`src/rtl/gray_to_binary_serial_pkg.sv`:
```
// gray_pkg: shared state encoding and helpers for the serial Gray-to-binary decoder
package gray_pkg;

    localparam int GRAY_MAX_WIDTH = 32;

    typedef enum logic [1:0] {
        IDLE = 2'd0,
        CONV = 2'd1,
        DONE = 2'd2
    } state_t;

    // More than one bit set exactly when clearing the lowest set bit leaves a nonzero value
    function automatic logic gray_popcount_gt1(input logic [GRAY_MAX_WIDTH-1:0] x);
        return (x != '0) && ((x & (x - 32'd1)) != '0);
    endfunction

endpackage

```
`src/rtl/gray_to_binary_serial_if.sv`:
```
// gray_to_binary_serial_if: input/output valid-ready handshakes and busy status of the decoder
interface gray_to_binary_serial_if #(
    parameter int WIDTH = 4
);

    logic             in_valid;
    logic             in_ready;
    logic [WIDTH-1:0] gray_in;
    logic             out_valid;
    logic             out_ready;
    logic [WIDTH-1:0] bin_out;
    logic             busy;

    modport master (
        output in_valid, gray_in, out_ready,
        input  in_ready, out_valid, bin_out, busy
    );

    modport slave (
        input  in_valid, gray_in, out_ready,
        output in_ready, out_valid, bin_out, busy
    );

endinterface

```
`src/rtl/gray_to_binary_serial_step_check.sv`:
```
// gray_step_check: flags accepted Gray words that differ from the previous one in more than one bit
module gray_step_check
    import gray_pkg::*;
#(
    parameter int WIDTH = 4
) (
    input  logic             clk,
    input  logic             rst_n,
    input  logic             accept,
    input  logic [WIDTH-1:0] gray_in,
    output logic             step_err
);

    logic [WIDTH-1:0] prev;
    logic             seen;

    always_ff @(posedge clk or negedge rst_n) begin
        if (!rst_n) begin
            prev     <= '0;
            seen     <= 1'b0;
            step_err <= 1'b0;
        end else begin
            step_err <= accept && seen && gray_popcount_gt1(GRAY_MAX_WIDTH'(gray_in ^ prev));
            if (accept) begin
                prev <= gray_in;
                seen <= 1'b1;
            end
        end
    end

endmodule

```
`src/rtl/gray_to_binary_serial.sv`:
```
// gray_to_binary_serial: decodes one Gray word MSB-first, one bit per clock.
// Define GRAY_STEP_CHECK_EN to add the step_err output for multi-bit Gray steps.
module gray_to_binary_serial
    import gray_pkg::*;
#(
    parameter int WIDTH = 4,
    localparam int IDXW = $clog2(WIDTH)
) (
    input  logic clk,
    input  logic rst_n,
`ifdef GRAY_STEP_CHECK_EN
    output logic step_err,
`endif
    gray_to_binary_serial_if.slave bus
);

    state_t           state, state_nxt;
    logic [WIDTH-1:0] g_reg, work_reg, work_up, work_nxt, bin_reg;
    logic [IDXW-1:0]  idx;
    logic             accept, last;

    assign accept  = (state == IDLE) && bus.in_valid;
    assign last    = idx == '0;
    // work_up[idx] is the already-resolved bit above idx, and 0 above the MSB
    assign work_up = {1'b0, work_reg[WIDTH-1:1]};

    always_comb begin
        work_nxt      = work_reg;
        work_nxt[idx] = work_up[idx] ^ g_reg[idx];
        state_nxt     = state == IDLE ? (accept ? CONV : IDLE)
                      : state == CONV ? (last ? DONE : CONV)
                      : (bus.out_ready ? IDLE : DONE);
        bus.in_ready  = state == IDLE;
        bus.busy      = state != IDLE;
        bus.out_valid = state == DONE;
        bus.bin_out   = bin_reg;
    end

    always_ff @(posedge clk or negedge rst_n) begin
        if (!rst_n) begin
            state    <= IDLE;
            g_reg    <= '0;
            work_reg <= '0;
            idx      <= '0;
            bin_reg  <= '0;
        end else begin
            state <= state_nxt;
            if (accept) begin
                g_reg <= bus.gray_in;
                idx   <= IDXW'(WIDTH - 1);
            end
            if (state == CONV) begin
                work_reg <= work_nxt;
                idx      <= idx - IDXW'(1);
                if (last) bin_reg <= work_nxt;
            end
        end
    end

`ifdef GRAY_STEP_CHECK_EN
    gray_step_check #(.WIDTH(WIDTH)) u_step_check (
        .clk      (clk),
        .rst_n    (rst_n),
        .accept   (accept),
        .gray_in  (bus.gray_in),
        .step_err (step_err)
    );
`endif

endmodule

```
`src/flat_wrapper.sv`:
```
// flat-port wrapper written by rule: the top's interface ports become plain ports
module gray_to_binary_serial_flat import gray_pkg::*;
#(
    parameter int WIDTH = 4,
    localparam int IDXW = $clog2(WIDTH)
)
  (clk, rst_n, bus_in_valid, bus_gray_in, bus_out_ready, bus_in_ready, bus_out_valid, bus_bin_out, bus_busy);
  gray_to_binary_serial_if #(.WIDTH(WIDTH)) bus_i ();
  input  logic clk;
  input  logic rst_n;
  input wire logic [$bits(bus_i.in_valid)-1:0] bus_in_valid;
  input wire logic [$bits(bus_i.gray_in)-1:0] bus_gray_in;
  input wire logic [$bits(bus_i.out_ready)-1:0] bus_out_ready;
  output wire logic [$bits(bus_i.in_ready)-1:0] bus_in_ready;
  output wire logic [$bits(bus_i.out_valid)-1:0] bus_out_valid;
  output wire logic [$bits(bus_i.bin_out)-1:0] bus_bin_out;
  output wire logic [$bits(bus_i.busy)-1:0] bus_busy;
  assign bus_i.in_valid = bus_in_valid;
  assign bus_i.gray_in = bus_gray_in;
  assign bus_i.out_ready = bus_out_ready;
  assign bus_in_ready = bus_i.in_ready;
  assign bus_out_valid = bus_i.out_valid;
  assign bus_bin_out = bus_i.bin_out;
  assign bus_busy = bus_i.busy;
  gray_to_binary_serial #(.WIDTH(WIDTH)) u_core (.clk(clk), .rst_n(rst_n), .bus(bus_i));
endmodule
```
`config.mk`:
```
export PLATFORM = sky130hd
export DESIGN_NAME = gray_to_binary_serial_flat
export DESIGN_NICKNAME = d
export VERILOG_FILES = /design/src/rtl/gray_to_binary_serial_pkg.sv /design/src/rtl/gray_to_binary_serial_if.sv /design/src/rtl/gray_to_binary_serial_step_check.sv /design/src/rtl/gray_to_binary_serial.sv /design/src/flat_wrapper.sv
export SDC_FILE = /design/constraint.sdc
export NUM_CORES = 1
export LEC_CHECK = 0
export ABC_AREA = 1
export CORE_ASPECT_RATIO = 1.4
export CORE_MARGIN = 4
export CORE_UTILIZATION = 40
export DETAILED_ROUTE_END_ITERATION = 8
export HOLD_SLACK_MARGIN = 0.06
export PLACE_DENSITY_LB_ADDON = 0.2
export SETUP_SLACK_MARGIN = 0.15
export SLEW_MARGIN = 30
export SYNTH_ARGS = -nofsm -noshare
export SYNTH_HDL_FRONTEND = slang
export SYNTH_SLANG_ARGS = --single-unit
```
`constraint.sdc`:
```
create_clock -name clk -period 1.75 [get_ports clk]
set_input_delay 0.35 -clock clk [delete_from_list [all_inputs] [get_ports clk]]
set_output_delay 0.35 -clock clk [all_outputs]
set_load 0.03 [all_outputs]
```
# Word level (Yosys, flattened, before mapping)
# Cells that the tools add are included.
[word_totals]
ramBits = 0
latchBits = 0
regBits = 16
romBits = 0
out_inout_bits = 7
n_memories = 0
wordCells = 32
inputBits = 8
[classes]
div_mod_pow = 0
n_reduce_logical = 7
magnitude_cmp = 2
n_addsub = 1
mux = 14
n_mul = 0
eq_ne = 2
bitwise = 1
shifts = 0
[op_table]
columns = ["op", "n"]
rows = [
  ["2-bit two-way mux", 6],
  ["1-bit binary-select mux with 2-bit select", 2],
  ["4-bit bitwise mux", 1],
  ["2-bit logical NOT", 2],
  ["1-bit two-way mux", 4],
  ["2-bit nonzero test", 2],
  ["2-bit by 3-bit < comparator with 1-bit output (second input constant)", 1],
  ["1-bit demux with 2-bit select", 1],
  ["2-bit by 1-bit == test with 1-bit output (second input constant)", 1],
  ["2-bit == test (second input constant)", 1],
  ["2-bit by 1-bit >= comparator with 1-bit output (second input constant)", 1],
  ["1-bit logical AND", 2],
  ["2-bit AND reduction", 1],
  ["2-bit by 1-bit subtractor with 2-bit output (second input constant)", 1],
  ["1-bit bitwise XOR", 1],
]

# Longest topological paths before layout
[depth]
depth_word = 5
depth_mapped = 8
depth_no_buf = 8

# Least setup slack after synthesis
# OpenSTA, ideal clock, no wires.
[synth_path]
kind = "register -> register"
start = "register u_core.state[0]"
end = "register u_core.g_reg[3]"
t_required_ps = 1625
stages_incl_launch_ff = 4
path_buffers = 0
slack_ps = 411
arrival_ps = 1214
setup_time_ps = 125
synth_period_minus_slack_ps = 1339
path_cell_list = "dfrtp_1 > nor2_2 > nand2_2 > mux2_4"
[synth_via]
elab_chain_cells = 2
[synth_rtl]
columns = ["element", "line_no", "source"]
rows = [
  ["from (decl)", "gray_to_binary_serial.sv:17", "state_t state, state_nxt;"],
  ["from (signal assigned)", "gray_to_binary_serial.sv:47", "state <= state_nxt;"],
  ["2-bit logical NOT", "n/a", ""],
  ["named net bus_in_ready", "flat_wrapper.sv:14", "output wire logic [$bits(bus_i.in_ready)-1:0] bus_in_ready;"],
  ["1-bit logical AND", "gray_to_binary_serial.sv:22", "assign accept = (state == IDLE) && bus.in_valid;"],
  ["to (signal assigned)", "gray_to_binary_serial.sv:49", "g_reg <= bus.gray_in;"],
  ["to (decl)", "gray_to_binary_serial.sv:18", "logic [WIDTH-1:0] g_reg, work_reg, work_up, work_nxt, bin_reg;"],
]
# The timed path passes the listed nets, and every way through them passes these cells.
# A chain may end at the register's enable or synchronous reset.

# Worst setup path in the final report
[layout_path]
start = "register u_core.state[0]"
end = "output port bus_busy"
[layout_via]
elab_chain_cells = 1
[layout_rtl]
columns = ["element", "line_no", "source"]
rows = [
  ["2-bit nonzero test", "gray_to_binary_serial.sv:34", "bus.busy = state != IDLE;"],
  ["to (decl)", "flat_wrapper.sv:17", "output wire logic [$bits(bus_i.busy)-1:0] bus_busy;"],
]
# No other way between the ends.

==> results.json <==
{
  "num_io_pins": 15,
  "clkSinkCount": 15,
  "fin_skew_ns": 0.00112,
  "dr_wl_met3_um": 65,
  "wl_met1_um": 697,
  "ant_nets": 0,
  "postSynthAreaPerCell_um2": 8.72,
  "p_int_w": 0.000989,
  "syn-num-nets": 102,
  "p_sw_w": 0.000923,
  "cts_tree": "done",
  "synthCells": 90,
  "diodes": 0,
  "rsz0062_at_grt": "no",
  "ys_ff_latch": 15,
  "critPathMaxFanout": 4,
  "die_h_um": 60.4,
  "clk_latency_ns": 0.29,
  "grt_pass1_wl_um": 2500,
  "crit_required_ns": 1.40,
  "power_frac_seq": 0.341,
  "hpwl_um": 1140,
  "dr.pass1.iters": 2,
  "worstSetupPathType": "reg2out",
  "drive_gt1_frac": 0.229,
  "slew_headroom": 0.798,
  "viasPerCell": 4.74,
  "portBuffers": 14,
  "first_iter_violations": 4,
  "setup_tns_ns": 0,
  "grt_max_degree": 16,
  "period_minus_slack_ns": 1.53,
  "p_per_area_nw_per_um2": 1960,
  "crit_slowest_cell": "dfrtp_1",
  "p_sw_frac": 0.483,
  "coreArea_um2": 1820,
  "vias": 612,
  "endpoint_kind": "output pin",
  "die_x_um": 45.4,
  "finalMaxSlewViolations": 0,
  "drc": 0,
  "seqCellArea_um2": 375,
  "area_growth_pct": 24.4,
  "clk_pin_slew_worst_paths_ns": 0.09,
  "dieArea_um2": 2740,
  "synth_area_um2": 785,
  "final_nets": 122,
  "worst_setup_path_start_kind": "flop",
  "hold_buffers": 0,
  "hold_violations": 0,
  "final-setup-viol-count": 0,
  "p_leak_nw": 0.516,
  "wirelength_um": 1440,
  "utilization": 0.535,
  "peakVddDrop_mv": 0.828,
  "synth_warnings": 0,
  "numCtsBuffers": 3,
  "initial_core_util": 0.430,
  "fin_crit_sh": 0.875,
  "hp-class": "in2async",
  "cts.path.max_buffers": 2,
  "fmax_ghz": 0.653,
  "cpPeakStageDelay_ns": 0.45,
  "antenna_found_initial": 0,
  "wl_per_cell_um": 11.1,
  "seq_area_frac_synth": 0.478,
  "r2r_slack_ns": 0.45,
  "cp.arrival_ns": 1.18,
  "place_congestion": 0.774,
  "max_slew.worst_pin.slew_ns": 0.300,
  "drv_cap": 0,
  "multiInputGateArea_um2": 360,
  "combPwrFrac": 0.552,
  "synth.distinct_cells": 19,
  "cts-root-buf": "clkbuf_4",
  "routed.top_layer": "met4",
  "crit_chain": "nor2_4, inv_1, clkdlybuf4s15_2",
  "outcome": "completed",
  "num_rows": 18,
  "grt_pass1_vias": 590,
  "grtUsageTotal": 0.123,
  "wl_met2_um": 648,
  "pwr-share-clk": 0.107,
  "fillers": 176,
  "grt-ovfl-total": 0,
  "htree_levels": 1
}
cells in the mapped netlist:
| master | n | share of area |
|---|---|---|
| o21ai_2 | 1 | 0.011 |
| nor2_1 | 6 | 0.029 |
| nand3_4 | 1 | 0.022 |
| o21ai_0 | 4 | 0.026 |
| nand3_1 | 11 | 0.070 |
| nand3_2 | 1 | 0.013 |
| nand2_1 | 21 | 0.10 |
| inv_4 | 2 | 0.016 |
| mux2_4 | 1 | 0.019 |
| a21oi_1 | 3 | 0.019 |
| or2_2 | 3 | 0.024 |
| nand2_2 | 3 | 0.024 |
| a22oi_1 | 1 | 0.0096 |
| nand2_4 | 1 | 0.014 |
| dfrtp_1 | 15 | 0.48 |
| inv_1 | 8 | 0.038 |
| nor2_2 | 1 | 0.0080 |
| inv_2 | 3 | 0.014 |
| ha_1 | 4 | 0.064 |
worst max-delay path, delay by kind of cell, from the launching register on:
family | cells | cell delay (ns)
buffers and inverters | 2 | 0.32
DFF | 1 | 0.45
and+or+nand+nor | 1 | 0.13
path summary, 6_finish.rpt:
kind                                    endpoint  cells past startpoint                   from
max in group asynchronous        u_core.g_reg[3]                      2                  rst_n
hold / removal             u_core.bus.bin_out[1]                      2                  rst_n
setup / recovery                        bus_busy                      3        u_core.state[0]
min in group clk           u_core.bus.bin_out[1]                      2  u_core.bus.bin_out[1]
setup reg to reg              u_core.work_reg[2]                      5          u_core.idx[0]
hold reg to reg            u_core.bus.bin_out[1]                      2  u_core.bus.bin_out[1]
power groups by stage:
stage / Sequential, W / Clock (W) / Combinational, W
6_report: 0.000652 / 0.000204 / 0.00106
3_3_place_gp: 0.000648 / 0 / 0.00110
5_1_grt: 0.000678 / 0.000221 / 0.00120
2_1_floorplan: 0.000710 / 0 / 0.000733
3_5_place_dp: 0.000653 / 0 / 0.00112
4_1_cts: 0.000645 / 0.000207 / 0.00107
through the flow:
step                setup WS [ns]  instance area, um2  cells  hold WS (ns)  total power [W]
CTS                         0.108                 978    129         0.359          0.00192
global placement            0.184                 957    125         0.467          0.00175
floorplan                   0.411                 785     90        0.0544          0.00144
finish                      0.219                 976    129         0.361          0.00191
global route                0.145                 976    129         0.362          0.00210
detailed placement          0.163                 957    125         0.466          0.00177
what timing repair did:
action                     CTS  global route
setup buffers                0             0
gates resized for setup      9             5
setup endpoints to repair    7             3
layout by cell type, fill, tap and decap left out:
cell type / instances
nand2_1: 21
clkbuf_2: 2
inv_2: 3
clkdlybuf4s50_1: 7
inv_1: 8
nand2_2: 3
ha_1: 4
clkdlybuf4s15_2: 1
dlygate4sd2_1: 4
nand3_1: 11
a22oi_1: 1
mux2_4: 1
or2_2: 3
buf_4: 1
nand3_4: 1
a21oi_1: 3
dfrtp_1: 15
nand3_2: 1
nand2_4: 1
o21ai_2: 1
nor2_1: 6
clkbuf_4: 3
nor2_4: 1
o21ai_0: 4
clkinv_2: 1
inv_4: 2
routing by layer:
metal	GRT usage	vias up
met5	0	-
met4	0.0502	0
met3	0.0267	3
met2	0.190	12
met1	0.166	273
li1	-	324
kinds of logic (layout without fill, tap and decap cells):
family,Yosys count,in the layout,synth area share
and+or+nand+nor,48,48,0.305
AOI/OAI and AO/OA,9,9,0.0654
buffers and inverters,13,32,0.0686
adders and majority gates,4,4,0.0638
DFF,15,15,0.478
muxes,1,1,0.0191
cell type report:
cell class,count,share of cell area
Timing Repair Buffer,15,0.137
Tap cell,20,0.0256
Clock inverter,1,0.00513
Multi-Input combinational cell,62,0.369
Sequential cell,15,0.385
Clock buffer,3,0.0231
Inverter,13,0.0551
Note: power is estimated with default switching activity, not from simulation.
